**config.mk**
```make
export PLATFORM = sky130hd
export DESIGN_NAME = i2c_target_sync
export DESIGN_NICKNAME = d
export VERILOG_FILES = /design/src/rtl/i2c_target_sync_pkg.sv /design/src/rtl/i2c_line_filter.sv /design/src/rtl/i2c_target_sync.sv
export SDC_FILE = /design/constraint.sdc
export NUM_CORES = 1
export LEC_CHECK = 0
export CAP_MARGIN = 20
export CORE_UTILIZATION = 46
export DETAILED_ROUTE_END_ITERATION = 10
export MAX_ROUTING_LAYER = met4
export PLACE_DENSITY = 0.79
export SKIP_CTS_REPAIR_TIMING = 1
export SLEW_MARGIN = 10
export SYNTH_ARGS = -nofsm -noshare
export SYNTH_HDL_FRONTEND = slang
export SYNTH_HIERARCHICAL = 1
export SYNTH_SLANG_ARGS = --single-unit
```
**constraint.sdc**
```tcl
create_clock -name clk -period 16.1 [get_ports clk]
set_input_delay 3.22 -clock clk [delete_from_list [all_inputs] [get_ports clk]]
set_output_delay 3.22 -clock clk [all_outputs]
set_load 0.02 [all_outputs]
```
**src/rtl/i2c_target_sync_pkg.sv**
```systemverilog
// Shared types for the oversampled I2C target: byte bus type, FSM states and
// index-width helper used to address the register files.
package i2c_target_sync_pkg;

  typedef logic [7:0] bus08_t;

  typedef enum logic [3:0] {
    IDLE,
    ADDR,
    ADDR_ACK,
    PTR,
    PTR_ACK,
    WR,
    WR_ACK,
    RD,
    RD_ACK,
    WAIT
  } i2c_tgt_state_t;

  localparam int SYNC_STAGES = 2;

  function automatic int idx_width(input int n);
    return (n > 1) ? $clog2(n) : 1;
  endfunction

endpackage

```
**src/rtl/i2c_line_filter.sv**
```systemverilog
// Two-flop synchroniser plus run-length glitch filter for one I2C pad line,
// with single-cycle pulses marking accepted rising and falling edges.
module i2c_line_filter
  import i2c_target_sync_pkg::*;
#(
  parameter int FILTER_LEN = 3
) (
  input  logic clk,
  input  logic rst,
  input  logic pad,
  output logic level,
  output logic rise,
  output logic fall
);

  localparam logic [3:0] CNT_MAX = 4'(FILTER_LEN - 1);

  logic [SYNC_STAGES-1:0] sync;
  logic [3:0]             cnt;

  // Idle bus is high, so reset everything to 1 to avoid a fake edge after reset.
  always_ff @(posedge clk or posedge rst) begin
    if (rst) begin
      sync  <= '1;
      cnt   <= '0;
      level <= 1'b1;
      rise  <= 1'b0;
      fall  <= 1'b0;
    end else begin
      sync <= {sync[SYNC_STAGES-2:0], pad};
      rise <= 1'b0;
      fall <= 1'b0;
      if (sync[SYNC_STAGES-1] == level) begin
        cnt <= '0;
      end else if (cnt == CNT_MAX) begin
        level <= sync[SYNC_STAGES-1];
        cnt   <= '0;
        rise  <= sync[SYNC_STAGES-1];
        fall  <= ~sync[SYNC_STAGES-1];
      end else begin
        cnt <= cnt + 4'd1;
      end
    end
  end

endmodule

```
**src/rtl/i2c_target_sync.sv**
```systemverilog
// Fabric-clocked I2C target exposing writable and readable byte registers
// through an auto-incrementing 8-bit pointer.
module i2c_target_sync
  import i2c_target_sync_pkg::*;
#(
  parameter logic [6:0] DEVICE_ADDR = 7'h55,
  parameter int         NUM_WR      = 16,
  parameter int         NUM_RD      = 16,
  parameter int         FILTER_LEN  = 3
) (
  input  logic                   clk,
  input  logic                   rst,
  input  logic                   scl_i,
  input  logic                   sda_i,
  output logic                   sda_oe,
  input  bus08_t [NUM_RD-1:0]    rd_data,
  output bus08_t [NUM_WR-1:0]    wr_data,
  output logic   [NUM_WR-1:0]    wr_strobe,
  output logic   [NUM_RD-1:0]    rd_strobe,
  output logic                   busy
);

  localparam int WR_AW = idx_width(NUM_WR);
  localparam int RD_AW = idx_width(NUM_RD);

  logic scl, scl_rise, scl_fall;
  logic sda, sda_rise, sda_fall;

  i2c_line_filter #(.FILTER_LEN(FILTER_LEN)) u_scl_filter (
    .clk   (clk),
    .rst   (rst),
    .pad   (scl_i),
    .level (scl),
    .rise  (scl_rise),
    .fall  (scl_fall)
  );

  i2c_line_filter #(.FILTER_LEN(FILTER_LEN)) u_sda_filter (
    .clk   (clk),
    .rst   (rst),
    .pad   (sda_i),
    .level (sda),
    .rise  (sda_rise),
    .fall  (sda_fall)
  );

  logic start_det, stop_det;
  assign start_det = sda_fall & scl;
  assign stop_det  = sda_rise & scl;

  i2c_tgt_state_t state;
  logic [7:0]     shreg;
  logic [7:0]     txreg;
  logic [7:0]     ptr;
  logic [2:0]     bit_cnt;
  logic           byte_done;
  logic           rw;
  logic           wr_ok, rd_ok, shifting;
  bus08_t         rd_byte;

  assign wr_ok    = int'(ptr) < NUM_WR;
  assign rd_ok    = int'(ptr) < NUM_RD;
  assign shifting = (state == ADDR) || (state == PTR) || (state == WR) || (state == RD);

  // Out-of-range read pointers return an all-ones byte (released bus).
  always_comb begin
    rd_byte = 8'hFF;
    if (rd_ok) rd_byte = rd_data[ptr[RD_AW-1:0]];
  end

  // Bits are captured on SCL rise; every SDA drive change waits for the following SCL fall.
  always_ff @(posedge clk or posedge rst) begin
    if (rst) begin
      state     <= IDLE;
      sda_oe    <= 1'b0;
      busy      <= 1'b0;
      wr_data   <= '0;
      wr_strobe <= '0;
      rd_strobe <= '0;
      shreg     <= '0;
      txreg     <= '0;
      ptr       <= '0;
      bit_cnt   <= '0;
      byte_done <= 1'b0;
      rw        <= 1'b0;
    end else begin
      wr_strobe <= '0;
      rd_strobe <= '0;
      if (start_det) begin
        state     <= ADDR;
        bit_cnt   <= '0;
        byte_done <= 1'b0;
        sda_oe    <= 1'b0;
      end else if (stop_det) begin
        state     <= IDLE;
        busy      <= 1'b0;
        sda_oe    <= 1'b0;
        bit_cnt   <= '0;
        byte_done <= 1'b0;
      end else begin
        if (scl_rise && shifting) begin
          shreg   <= {shreg[6:0], sda};
          bit_cnt <= bit_cnt + 3'd1;
          if (bit_cnt == 3'd7) byte_done <= 1'b1;
        end
        case (state)
          ADDR: if (scl_fall && byte_done) begin
            byte_done <= 1'b0;
            if (shreg[7:1] == DEVICE_ADDR) begin
              state  <= ADDR_ACK;
              sda_oe <= 1'b1;
              busy   <= 1'b1;
              rw     <= shreg[0];
            end else begin
              state <= WAIT;
            end
          end
          ADDR_ACK: if (scl_fall) begin
            if (rw) begin
              txreg  <= rd_byte;
              sda_oe <= ~rd_byte[7];
              if (rd_ok) rd_strobe[ptr[RD_AW-1:0]] <= 1'b1;
              ptr    <= ptr + 8'd1;
              state  <= RD;
            end else begin
              sda_oe <= 1'b0;
              state  <= PTR;
            end
          end
          PTR: if (scl_fall && byte_done) begin
            byte_done <= 1'b0;
            ptr       <= shreg;
            sda_oe    <= 1'b1;
            state     <= PTR_ACK;
          end
          PTR_ACK: if (scl_fall) begin
            sda_oe <= 1'b0;
            state  <= WR;
          end
          WR: if (scl_fall && byte_done) begin
            byte_done <= 1'b0;
            if (wr_ok) begin
              wr_data[ptr[WR_AW-1:0]]   <= shreg;
              wr_strobe[ptr[WR_AW-1:0]] <= 1'b1;
              sda_oe                    <= 1'b1;
            end
            ptr   <= ptr + 8'd1;
            state <= WR_ACK;
          end
          WR_ACK: if (scl_fall) begin
            sda_oe <= 1'b0;
            state  <= WR;
          end
          RD: if (scl_fall) begin
            if (byte_done) begin
              byte_done <= 1'b0;
              sda_oe    <= 1'b0;
              state     <= RD_ACK;
            end else begin
              txreg  <= {txreg[6:0], 1'b0};
              sda_oe <= ~txreg[6];
            end
          end
          // A master NACK ends the read; an ACK reloads on the following SCL fall.
          RD_ACK: begin
            if (scl_rise && sda) begin
              state <= WAIT;
            end else if (scl_fall) begin
              txreg  <= rd_byte;
              sda_oe <= ~rd_byte[7];
              if (rd_ok) rd_strobe[ptr[RD_AW-1:0]] <= 1'b1;
              ptr    <= ptr + 8'd1;
              state  <= RD;
            end
          end
          default: ;
        endcase
      end
    end
  end

endmodule

```
==> run summary, run 1 <==
Status = completed
CTS Sinks = 212
MaxCap Viol Count = 0
Most used DFF post-synth = dfrtp_1
CTS H-tree lvls = 1
Clock latency on the worst-skew pair = 0.52 ns
RSZ-0062 raised after global routing = no
Switching power total = 434 µW
DIE AREA = 21600 µm²
Int Power = 1.04 mW
CP Max Fanout = 2
Post-synth EDFFs = 0
Core footprint = 20400 µm²
Worst path cell trace = clkdlybuf4s50_1
Synth cell types = 67
HPWL Detailed = 20200 µm
CP startpoint kind = flip-flop
Sum Neg Setup Slack = 0 ns
DRC errors left = 0
Pleak = 6.12 nW
Worst reg2reg setup slack = 13.38 ns
Number of vias per cell = 5.64
Max Fclk = 0.210 GHz
Final net count = 1151
Class of the worst hold path = flip-flop to flip-flop
IO Port Bufs = 293
Slowest-stage cell, CP = clkdlybuf4s50_1
Non-Filler Instances = 1299
Largest net degree at the start of global routing = 114
Initial antenna violation count = 1
Register bit total from synthesis = 212
Final min period = 4.76 ns
Worst setup EP type = primary output
IO Pins = 294
Vias in the first global route = 7477
Critical path class = flip-flop to primary output
Initial core utilization = 0.474
Endpoints failing hold = 0
Total wire length = 28400 µm
Sequential cell area fraction in the yosys report = 0.549
Worst r2r dst = sda_oe$_DFFE_PP0P_
Max incr delay on CP = 0.68 ns
Antenna viol nets, final = 0
Launch point of the worst reg-to-reg path = shreg[3]$_DFFE_PP0P_
CTS tree = done
# fillers = 1553
Synthesized instance count = 738
Hold Crit Depth = 0
Die Span X = 147 µm
Cell Pwr Density = 108 nW/µm²
Layout cells sized above 1 = 0.236
Buf+Inv Stages, Crit Path = 1
Die height = 147 µm
Worst VDD drop = 0.0000869 V
Global-route wire length before repair = 43400 µm
Placed Cells = 1256
Max Slew Vio Count = 0
Worst Path Required = 12.88 ns
Critical Path AT = 1.54 ns
Relative max-transition margin = 0.282
Sequential share of power = 0.419
GRT Util Overall = 0.268
Num CTS Buffers = 23
DRT iter0 DRCs = 443
Asr flop ratio synth = 1.00
1st-pass router iterations = 4
Least-Margin Pin Slew = 1.08 ns
HP Start = u_scl_filter/sync[0]$_DFF_PP1_
Max Buffers Root-to-Sink = 3
Root buf cell = clkbuf_16
R2r worst-path depth = 5
Final period util = 0.295
CP top delay family = buffers and inverters
Area Growth Syn to Fin = 40.1%
Combinational power share = 0.229
Routability cong. = 0.901
Mean Syn Cell Area = 13.1 µm²
Vias = 7324
Clock input transition at the sequential cells of the worst setup and hold paths = 0.06 ns
Clk_skew = 0.0127 ns
Hold Path End = u_scl_filter/sync[1]$_DFF_PP1_
Total gr overflow = 0
Yosys Warn Count = 6
Switching Fraction = 0.295
Mean routed wirelength per cell = 21.8 µm
FP Rows = 52
Final Setup Violations = 0
Syn_nets = 876
Total power = 1.47 mW
Util after Layout = 0.664
Cell Area, Synth = 9680 µm²
Clock share of power = 0.353
## power by group through the flow
stage          registers (mW)  logic (mW)  clock network (mW)
2_1_floorplan           0.591       0.265                   0
3_3_place_gp            0.622       0.331                   0
3_5_place_dp            0.624       0.335                   0
4_1_cts                 0.614       0.337               0.526
5_1_grt                 0.621       0.365               0.550
6_report                0.616       0.336               0.519
## synthesized netlist by cell type, types with 4 or more instances
library cell	count	area, µm²
buf_2	11	55.1
a31oi_1	7	43.8
nor2_1	28	105
o41ai_1	4	35.0
xor2_1	5	43.8
nand3_1	15	75.1
nand2_1	52	195
clkbuf_1	30	113
mux2_2	139	1570
mux4_2	31	698
dfrtp_1	206	5150
o32ai_1	5	43.8
nand4_1	5	31.3
buf_4	5	37.5
nor3b_1	5	37.5
nand2b_1	8	50.1
nor3_1	14	70.1
dfstp_2	6	158
inv_1	25	93.8
o21ai_0	10	50.1
o22ai_1	8	50.1
o21a_1	4	30.0
a211oi_1	6	45.0
ha_1	6	75.1
nand2_2	6	37.5
a21oi_1	18	90.1
o31ai_1	5	37.5
nor2b_1	11	68.8
## registers in the layout (all words and copies together), names as in the netlist, 2 cells and up
| name | flops |
|---|---|
| state | 4 |
| shreg | 8 |
| bit_cnt | 3 |
| ptr | 8 |
| u_sda_filter/sync | 2 |
| u_scl_filter/cnt | 4 |
| wr_strobe | 16 |
| wr_data | 128 |
| u_sda_filter/cnt | 4 |
| rd_strobe | 16 |
| u_scl_filter/sync | 2 |
| txreg | 7 |
## cells by family (layout without fill, tap and decap cells)
family / count (synthesis) / in the layout / share of synthesized area
AND/OR/NAND/NOR: 173 / 173 / 0.0963
AO/OA/AOI/OAI: 89 / 89 / 0.0671
XOR/XNOR: 7 / 7 / 0.00633
buffers and inverters: 75 / 365 / 0.0326
flip-flops: 212 / 212 / 0.549
other: 0 / 1 / 0
adder cells (fa/ha/maj): 6 / 6 / 0.00775
multiplexers: 176 / 176 / 0.241
## stage by stage
step | cell area [µm²] | hold WS [ns] | setup slack (ns)
after floorplan | 9680 | 0.345 | 7.60
after global routing | 13600 | 0.360 | 11.30
after detailed placement | 12800 | 0.347 | 10.64
after global placement | 12800 | 0.346 | 10.65
after CTS | 13500 | 0.356 | 11.19
final | 13600 | 0.355 | 11.34
## cell type report
cell class,instances,area [µm²],area share
Timing Repair Buffer,300,3000,0.221
Clock buffer,34,677,0.0499
Sequential cell,212,5310,0.392
Antenna cell,1,2.50,0.000185
Tap cell,270,338,0.0249
Multi-Input combinational cell,451,4050,0.299
Inverter,25,101,0.00747
Clock inverter,6,73.8,0.00544
## layer usage
metal / track usage / vias to the layer above / routed length [µm]
met5: - / - / 0
met4: 0.125 / 0 / 1440
met3: 0.0578 / 78 / 2050
met2: 0.440 / 320 / 14000
met1: 0.315 / 3692 / 10900
li1: - / 3234 / -
## placed cells by master, fill, tap and decap left out, types with 7 or more instances in the layout
master	synthesis	final
clkdlybuf4s50_1	0	293
dfrtp_1	206	205
mux2_2	139	139
nand2_1	52	52
mux4_2	31	31
nor2_1	28	28
inv_1	25	24
clkbuf_16	0	23
a21oi_1	18	18
nand3_1	15	15
nor3_1	14	14
nor2b_1	11	11
o21ai_0	10	10
nand2b_1	8	8
o22ai_1	8	8
a31oi_1	7	7
## worst max-delay path by stage
stage | start | endpoint | slack (ns) | cells past startpoint
floorplan | rst | bit_cnt[0]$_DFFE_PP0P_ | 7.60 | 1
global placement | rst | shreg[1]$_DFFE_PP0P_ | 10.65 | 3
detailed placement | rst | shreg[1]$_DFFE_PP0P_ | 10.64 | 3
CTS | rst | wr_data[79]$_DFFE_PP0P_ | 11.19 | 3
global route | wr_data[59]$_DFFE_PP0P_ | wr_data[59] | 11.30 | 1
finish | wr_data[59]$_DFFE_PP0P_ | wr_data[59] | 11.34 | 1
Power figures use the tool's default switching activity.
==> run 2, diff against run 1 <==
Clock period 16.1 ns to 4.7 ns, I/O delays scaled along.
==> run summary, run 2 (same netlist as run 1, synthesis figures left out) <==
Vias = 7318 (-0.082%)
Relative max-transition margin = 0.328 (+0.0464)
Worst Path Required = 5.09 ns (-7.79 ns)
Core footprint = 20400 µm² (unchanged)
Antenna viol nets, final = 0 (unchanged)
Clk_skew = 0.0143 ns (+0.00161 ns)
Die height = 147 µm (unchanged)
Initial core utilization = 0.474 (unchanged)
IO Port Bufs = 293 (unchanged)
Max Fclk = 0.359 GHz
Pleak = 6.12 nW (about the same)
Initial antenna violation count = 1 (unchanged)
CTS Sinks = 212 (unchanged)
Critical Path AT = 3.17 ns (+1.63 ns)
FP Rows = 52 (unchanged)
Placed Cells = 1256 (unchanged)
Non-Filler Instances = 1300 (+0.077%)
Commonest non-fill, non-tap cell in the layout = clkdlybuf4s50_1
Num CTS Buffers = 23 (unchanged)
Final net count = 1150 (-0.087%)
Largest net degree at the start of global routing = 90 (-21%)
Number of vias per cell = 5.63 (-0.16%)
Critical path class = flip-flop to flip-flop
RSZ-0062 raised after global routing = no
Sequential share of power = 0.417 (-0.002)
Worst VDD drop = 0.000295 V (+240%)
Sum Neg Setup Slack = 0 ns (unchanged)
Vias in the first global route = 7396 (-1.1%)
Global-route wire length before repair = 42900 µm (-1.0%)
Int Power = 3.56 mW (+240%)
Max Slew Vio Count = 0 (unchanged)
Worst setup EP type = flip-flop
Root buf cell = clkbuf_16
Least-Margin Pin Slew = 1.01 ns (-0.0685 ns)
Switching Fraction = 0.297 (+0.00197)
DIE AREA = 21600 µm² (unchanged)
CTS tree = done
CP startpoint kind = flip-flop
Total power = 5.07 mW (+240%)
Layout cells sized above 1 = 0.239 (+0.00269)
Pre-CTS setup slack = 1.96 ns (-8.68 ns)
CTS H-tree lvls = 1 (unchanged)
Endpoints failing hold = 0 (unchanged)
Cell Pwr Density = 373 nW/µm² (+240%)
Die Span X = 147 µm (unchanged)
Class of the worst hold path = flip-flop to flip-flop
# fillers = 1537 (-1.0%)
Mean routed wirelength per cell = 21.8 µm (-0.12%)
Area Growth Syn to Fin = 40.2% (about the same)
Top flop regs = wr_data x128, rd_strobe x16, wr_strobe x16
Final Setup Violations = 0 (unchanged)
Clock latency on the worst-skew pair = 0.51 ns (about the same)
DRC errors left = 0 (unchanged)
Biggest register = wr_data
DRT iter0 DRCs = 389 (-12%)
Status = completed
IO Pins = 294 (unchanged)
Max Buffers Root-to-Sink = 3 (unchanged)
Final min period = 2.79 ns
GRT Util Overall = 0.267 (-0.000957)
MaxCap Viol Count = 0 (unchanged)
Total wire length = 28300 µm (about the same)
Switching power total = 1.51 mW (+250%)
Routability cong. = 0.879 (-2.5%)
Commonest cells after routing, fill and taps aside = 293 x clkdlybuf4s50_1, 205 x dfrtp_1, 139 x mux2_2
Clock input transition at the sequential cells of the worst setup and hold paths = 0.06 ns (about the same)
CP Max Fanout = 24 (+22)
Total gr overflow = 0 (unchanged)
Final period util = 0.593
HPWL Detailed = 20000 µm (-0.93%)
1st-pass router iterations = 5 (+1)
Clock share of power = 0.357 (+0.004)
Max FFs per register = 128 (unchanged)
Setup ws final = 1.91 ns (-9.43 ns)
Combinational power share = 0.225 (-0.004)
run 2: path summary, 6_finish.rpt:
path | endpoint | slack [ns] | depth (start not counted) | from
max in group asynchronous | wr_data[104]$_DFFE_PP0P_ | 2.78 | 3 | rst
min in group asynchronous | u_scl_filter/cnt[0]$_DFF_PP0_ | 0.80 | 2 | rst
worst max-delay path | wr_data[39]$_DFFE_PP0P_ | 1.91 | 4 | ptr[2]$_DFFE_PP0P_
worst min-delay path | u_sda_filter/sync[1]$_DFF_PP1_ | 0.36 | 0 | u_sda_filter/sync[0]$_DFF_PP1_
worst max register to register | wr_data[39]$_DFFE_PP0P_ | 1.91 | 4 | ptr[2]$_DFFE_PP0P_
worst min register to register | u_sda_filter/sync[1]$_DFF_PP1_ | 0.36 | 0 | u_sda_filter/sync[0]$_DFF_PP1_
run 2: power by group through the flow:
stage | combinational [mW] | sequential, mW | clock (mW)
finish | 1.14 | 2.11 | 1.81
global route | 1.23 | 2.13 | 1.91
global placement | 1.13 | 2.14 | 0
detailed placement | 1.14 | 2.14 | 0
floorplan | 0.910 | 2.02 | 0
CTS | 1.15 | 2.11 | 1.84
run 2: worst max-delay path, cell delays in order (launching register included):
cell,delay [ns]
dfrtp_1,1.01
nand2b_1,0.48
nor2_1,0.44
nand2_1,0.36
mux2_2,0.38
run 2: per-layer routing:
metal	global-route usage	vias to the layer above	wire (µm)
met2	0.442	341	13900
met1	0.312	3656	10900
met4	0.119	0	1420
li1	-	3247	-
met3	0.0606	74	2130
met5	-	-	0
run 2: layout make-up:
cell class	instances	area, µm²	area share
Antenna cell	1	2.50	0.000184
Clock buffer	29	628	0.0463
Clock inverter	13	139	0.0102
Inverter	25	97.6	0.00719
Multi-Input combinational cell	451	4050	0.299
Sequential cell	212	5310	0.391
Tap cell	270	338	0.0249
Timing Repair Buffer	299	3000	0.221
run 2: stage by stage:
stage,instance area [µm²],hold WS [ns],util
6_report,13600,0.356,0.664
4_1_cts,13600,0.358,0.664
3_3_place_gp,12800,0.347,0.626
2_1_floorplan,9680,0.345,-
3_5_place_dp,12800,0.348,0.626
5_1_grt,13600,0.360,0.664
